$ cat src/rtl/envelope_sequencer.sv
// ============================================================================
// Module      : envelope_sequencer
// Description : NRx2/NRx4 decode and frame-tick divider feeding a channel's
//               volume envelope (trigger, latched fields, env_step enable).
// Revision    : 1.0 - initial release
// ============================================================================
`default_nettype none

module envelope_sequencer #(
    parameter int STEP_BITS      = 3,
    parameter int ENV_FRAME_STEP = 7
) (
    input  logic       clk,
    input  logic       rst_n,
    input  logic       frame_tick,
    input  logic       nrx2_wr,
    input  logic [7:0] nrx2_data,
    input  logic       trig_wr,
    output logic       trigger,
    output logic [3:0] starting_volume,
    output logic       envelope_add,
    output logic [2:0] period,
    output logic       env_step,
    output logic       dac_enable,
    output logic       channel_on
);

    localparam logic [STEP_BITS-1:0] c_env_frame_step = STEP_BITS'(ENV_FRAME_STEP);
    localparam logic [3:0]           c_full_period    = 4'd8;

    logic [7:0]           r_shadow;
    logic [STEP_BITS-1:0] r_step;
    logic [3:0]           r_timer;
    logic                 r_trigger;
    logic [3:0]           r_starting_volume;
    logic                 r_envelope_add;
    logic [2:0]           r_period;
    logic                 r_env_step;
    logic                 r_channel_on;

    logic [7:0] w_eff;
    logic       w_eff_dac;
    logic       w_env_clk;
    logic       w_accept;
    logic       w_channel_on_nxt;
    logic [3:0] w_load_period;

    // A write in the same cycle as a trigger is the value the trigger sees.
    assign w_eff         = nrx2_wr ? nrx2_data : r_shadow;
    assign w_eff_dac     = |w_eff[7:3];
    assign w_env_clk     = frame_tick && (r_step == c_env_frame_step);
    assign w_accept      = trig_wr && w_eff_dac;
    assign w_load_period = (w_eff[2:0] == 3'd0) ? c_full_period : {1'b0, w_eff[2:0]};

    always_comb begin
        w_channel_on_nxt = r_channel_on;
        if (w_accept) begin
            w_channel_on_nxt = 1'b1;
        end else if (trig_wr) begin
            w_channel_on_nxt = 1'b0;
        end else if (nrx2_wr && (nrx2_data[7:3] == 5'd0)) begin
            w_channel_on_nxt = 1'b0;
        end
    end

    always_ff @(posedge clk) begin
        if (!rst_n) begin
            r_shadow          <= 8'd0;
            r_step            <= '0;
            r_timer           <= 4'd0;
            r_trigger         <= 1'b0;
            r_starting_volume <= 4'd0;
            r_envelope_add    <= 1'b0;
            r_period          <= 3'd0;
            r_env_step        <= 1'b0;
            r_channel_on      <= 1'b0;
        end else begin
            r_trigger    <= w_accept;
            r_env_step   <= 1'b0;
            r_channel_on <= w_channel_on_nxt;

            if (nrx2_wr) begin
                r_shadow <= nrx2_data;
            end
            if (frame_tick) begin
                r_step <= r_step + 1'b1;
            end

            // An accepted trigger takes priority over a coincident env_clk.
            if (w_accept) begin
                r_starting_volume <= w_eff[7:4];
                r_envelope_add    <= w_eff[3];
                r_period          <= w_eff[2:0];
                r_timer           <= w_load_period;
            end else if (w_env_clk) begin
                if (r_period == 3'd0) begin
                    r_timer <= c_full_period;
                end else if (r_timer == 4'd1) begin
                    r_timer    <= {1'b0, r_period};
                    r_env_step <= w_channel_on_nxt;
                end else begin
                    r_timer <= r_timer - 4'd1;
                end
            end
        end
    end

    assign trigger         = r_trigger;
    assign starting_volume = r_starting_volume;
    assign envelope_add    = r_envelope_add;
    assign period          = r_period;
    assign env_step        = r_env_step;
    assign channel_on      = r_channel_on;
    assign dac_enable      = |r_shadow[7:3];

endmodule

`default_nettype wire

$ cat config.mk
export PLATFORM = sky130hd
export DESIGN_NAME = envelope_sequencer
export DESIGN_NICKNAME = d
export VERILOG_FILES = /design/src/rtl/envelope_sequencer.sv
export SDC_FILE = /design/constraint.sdc
export NUM_CORES = 1
export LEC_CHECK = 0
export CELL_PAD_IN_SITES_DETAIL_PLACEMENT = 1
export CELL_PAD_IN_SITES_GLOBAL_PLACEMENT = 2
export CORE_ASPECT_RATIO = 2
export CORE_MARGIN = 8
export CORE_UTILIZATION = 30
export DETAILED_ROUTE_END_ITERATION = 10
export GPL_ROUTABILITY_DRIVEN = 0
export GPL_TIMING_DRIVEN = 0
export PLACE_DENSITY = 0.82
export SETUP_SLACK_MARGIN = 0.1
export SLEW_MARGIN = 10
export SYNTH_ARGS = -nofsm -noshare
export SYNTH_HDL_FRONTEND = slang
export SYNTH_SLANG_ARGS = --single-unit
$ cat constraint.sdc
create_clock -name clk -period 2 [get_ports clk]
set_input_delay 0.4 -clock clk [delete_from_list [all_inputs] [get_ports clk]]
set_output_delay 0.4 -clock clk [all_outputs]
set_load 0.02 [all_outputs]
==> implementation parameters <==
Parameter                              Value

Run status
  Outcome ... finished, final reports clean

Clock network
  Number of buffers inserted during clock tree synthesis ... 3
  Buffers from clock root to sink, at most ... 2
  CTS tree ... yes
  Hold-fix buffers at CTS ... 0
  Buffer type at the clock tree root ... clkbuf_8
  Number of H-tree branching levels ... 1
  CTS Sinks ... 26
  Clock Pin Slew Worst Setup and Hold Paths ... 0.09 ns
  Insertion delay to the later sink of the worst-skew pair ... 0.27 ns

Cells and area
  Number of antenna diodes ... 0
  Filler cells ... 466
  Nets ... 171
  Fraction of layout cells with a size suffix above 1 ... 0.158
  Layout-stage area growth over the synthesis result ... 30.1%
  Finished Cell Area ... 0.00155 mm^2

Timing
  Clk_skew ... 0.00323 ns
  Highest attainable clock frequency ... 0.526 GHz
  Max-Slew Margin vs Limit ... 0.565
  Post-route fraction of the period consumed by the critical path ... 0.950
  Setup-failing EPs final ... 0
  RSZ-0062 raised after global routing ... yes
  Pin slew with the least headroom to its limit ... 0.644 ns
  Pins over their slew limit ... 0
  Final critical-path setup slack ... 0.0997 ns
  Fin crit period ... 1.90 ns
  Final-report hold violation count ... 0

Floorplan
  Area enclosed by the die boundary ... 0.00636 mm^2
  Die Wd ... 60.6 um
  Row count ... 32
  Starting utilization of the core area ... 0.310
  Die H ... 105 um
  Core box area ... 0.00384 mm^2
  Number of I/O pins ... 25

Synth
  Library cell occupying the most area in the post-synthesis netlist ... dfxtp_1
  Netlist area before placement ... 0.00119 mm^2
  Yosys top cell area share ... 0.437
  Average instance area after synthesis ... 9.53 um^2
  Number of flops mapped to enable cells by yosys ... 0
  Register bit total from synthesis ... 26
  Net count after synthesis ... 142
  Post-synthesis sequential area ratio ... 0.437
  Count of distinct cell types in the synthesized netlist ... 40
  YS warnings ... 0
  Synth top area cells ... dfxtp_1 44%, mux2_2 5.7%, nor2_1 4.4%, ha_1 4.2%, mux2i_1 4.2%
  Post-synth top flop ... dfxtp_1
  Share of synthesized flip-flops with an asynchronous set or reset ... 0
  Post-synthesis instance total ... 125

Drt
  Via count of the routed design ... 1026
  Number of routed nets with antenna violations ... 0
  DR DRC count ... 0
  Pre-antenna DRT Iters ... 4
  DR WL/cell ... 16.1 um
  DRC marker count from the first detailed-route iteration ... 26
  Wire length reported by the detailed router ... 3.28 mm
  Average vias per placed instance ... 5.05

Place
  Place WS ... -0.367 ns
  Placed standard-cell area ... 0.00149 mm^2
  IO Port Bufs ... 23
  Detailed Place HPWL ... 2.63 mm

Power and ir drop
  Max IR drop VDD ... 505 uV
  Power per cell area ... 736 mW/mm^2
  LEAKAGE ... 0.594 nW

GRT
  Via count of the first global-routing pass ... 1125
  Largest net degree at the start of global routing ... 14
  Initial antenna violation count ... 0
  Global-route wire length before repair ... 5.34 mm
  Total global routing track utilization ... 0.110
  Final global-route overflow total ... 0

Setup path
  Buf/Inv on CP ... 1
  Crit Reg-Reg Startpoint ... r_shadow[4]
  Worst Path Max Fanout ... 3
  CP delay by family, top ... simple AND/OR/NAND/NOR gates
  Cell at the slowest stage of the critical path ... or4_4
  CP Data Required Time ... 1.60 ns
  CP Cell Sequence ... or4_4 -> or2_4 -> buf_6
  Launch point of the worst path ... r_shadow[4]
  Crit path arrival time ... 1.50 ns
  Category of the most critical setup path ... reg -> out
  Stage delay of the slowest cell on the critical path ... 0.55 ns
  Kind of end point of the critical path ... output pin
  Critical Path Source Type ... flip-flop

Worst hold path
  Worst min-delay path category ... reg -> reg
  Worst Hold Launch ... r_timer[1]

Flow run
  Count of max-cap constraint violations ... 0
## layout by cell type, fill, tap and decap left out, types with 2 or more instances in the layout
master           synthesis  final
ha_1                     4      4
buf_4                    1      2
nor3_1                  10     10
inv_1                    3      3
o31ai_1                  2      2
clkdlybuf4s50_1          0     18
a21oi_1                  8      8
a31oi_1                  2      2
nor2_1                  14     14
buf_6                    0      2
mux2i_1                  5      5
o211ai_1                 3      3
nand2_1                  7      7
clkbuf_8                 0      3
mux2_2                   6      6
dfxtp_1                 26     25
and2_1                   5      5
dlygate4sd2_1            0      4
nor3b_1                  2      2
clkbuf_1                 3      3
## routing by layer
layer  global-route usage  part of all wire
met5                    0                 0
met4               0.0403             0.011
met3               0.0209             0.033
met2                0.219              0.60
met1               0.0978              0.35
## logic make-up after synthesis
kind of cell | Yosys count | synth area share
AO/OA/AOI/OAI | 26 | 0.166
XOR/XNOR | 1 | 0.00735
adder cells (fa/ha/maj) | 4 | 0.0420
buffers and inverters | 9 | 0.0326
flip-flops | 26 | 0.437
multiplexers | 11 | 0.0987
AND/OR/NAND/NOR | 48 | 0.216
## synth_stat cells (2+ instances only)
cell,instances
o211ai_1,3
a21oi_1,8
ha_1,4
nor3_1,10
nor3b_1,2
mux2i_1,5
nor2_1,14
and2_1,5
mux2_2,6
inv_1,3
a31oi_1,2
nand2_1,7
dfxtp_1,26
o31ai_1,2
clkbuf_1,3
## cell type report
cell class,instances,area [um^2],share of cell area
repair buffers,24,234,0.151
multi-input cells,90,643,0.415
clock buffers,3,41.3,0.0266
plain buffers,6,35.0,0.0226
well taps,51,63.8,0.0412
flip-flops and latches,26,522,0.337
inverters,3,11.3,0.00726
## per-stage QoR
step / hold slack (ns) / util / std cells / TNS [ns] / power (mW)
2_1_floorplan: 0.463 / - / 125 / 0 / 0.743
3_3_place_gp: 0.479 / 0.386 / 199 / -3.94 / 0.845
3_5_place_dp: 0.491 / 0.386 / 199 / -4.32 / 0.853
4_1_cts: 0.504 / 0.403 / 203 / 0 / 1.16
5_1_grt: 0.531 / 0.403 / 203 / 0 / 1.20
6_report: 0.503 / 0.403 / 203 / 0 / 1.14
## state kept, by name, indices dropped and copies added, names as in the netlist
| name | cells |
|---|---|
| r_step | 3 |
| r_timer | 4 |
| r_shadow | 8 |
| channel_on | 1 |
| trigger | 1 |
| envelope_add | 1 |
| env_step | 1 |
| period | 3 |
| starting_volume | 4 |
## final timing paths
| kind | slack [ns] | end | cells after the start |
|---|---|---|---|
| worst max-delay path | 0.1 | dac_enable | 3 |
| worst min-delay path | 0.50 | r_timer[1] | 2 |
| worst max register to register | 0.19 | r_timer[2] | 5 |
| worst min register to register | 0.50 | r_timer[1] | 2 |
## report_power, final
group / internal [mW] / switching [mW] / total [mW]
registers: 0.556 / 0.0300 / 0.586
clock network: 0.135 / 0.161 / 0.296
logic: 0.127 / 0.131 / 0.258
total: 0.819 / 0.322 / 1.14
## tightest hold or removal path: cells and delay by family (launching register included)
kind / cells / cell delay (ns)
compound gates: 1 / 0.07
flops: 1 / 0.33
simple gates: 1 / 0.06
## timing repair
action | CTS | global route
endpoints found under the setup margin | 14 | 2
resized for setup | 16 | 0
pin swaps | 3 | 1
buffers inserted | 1 | 0
Note: power is estimated with default switching activity, not from simulation.
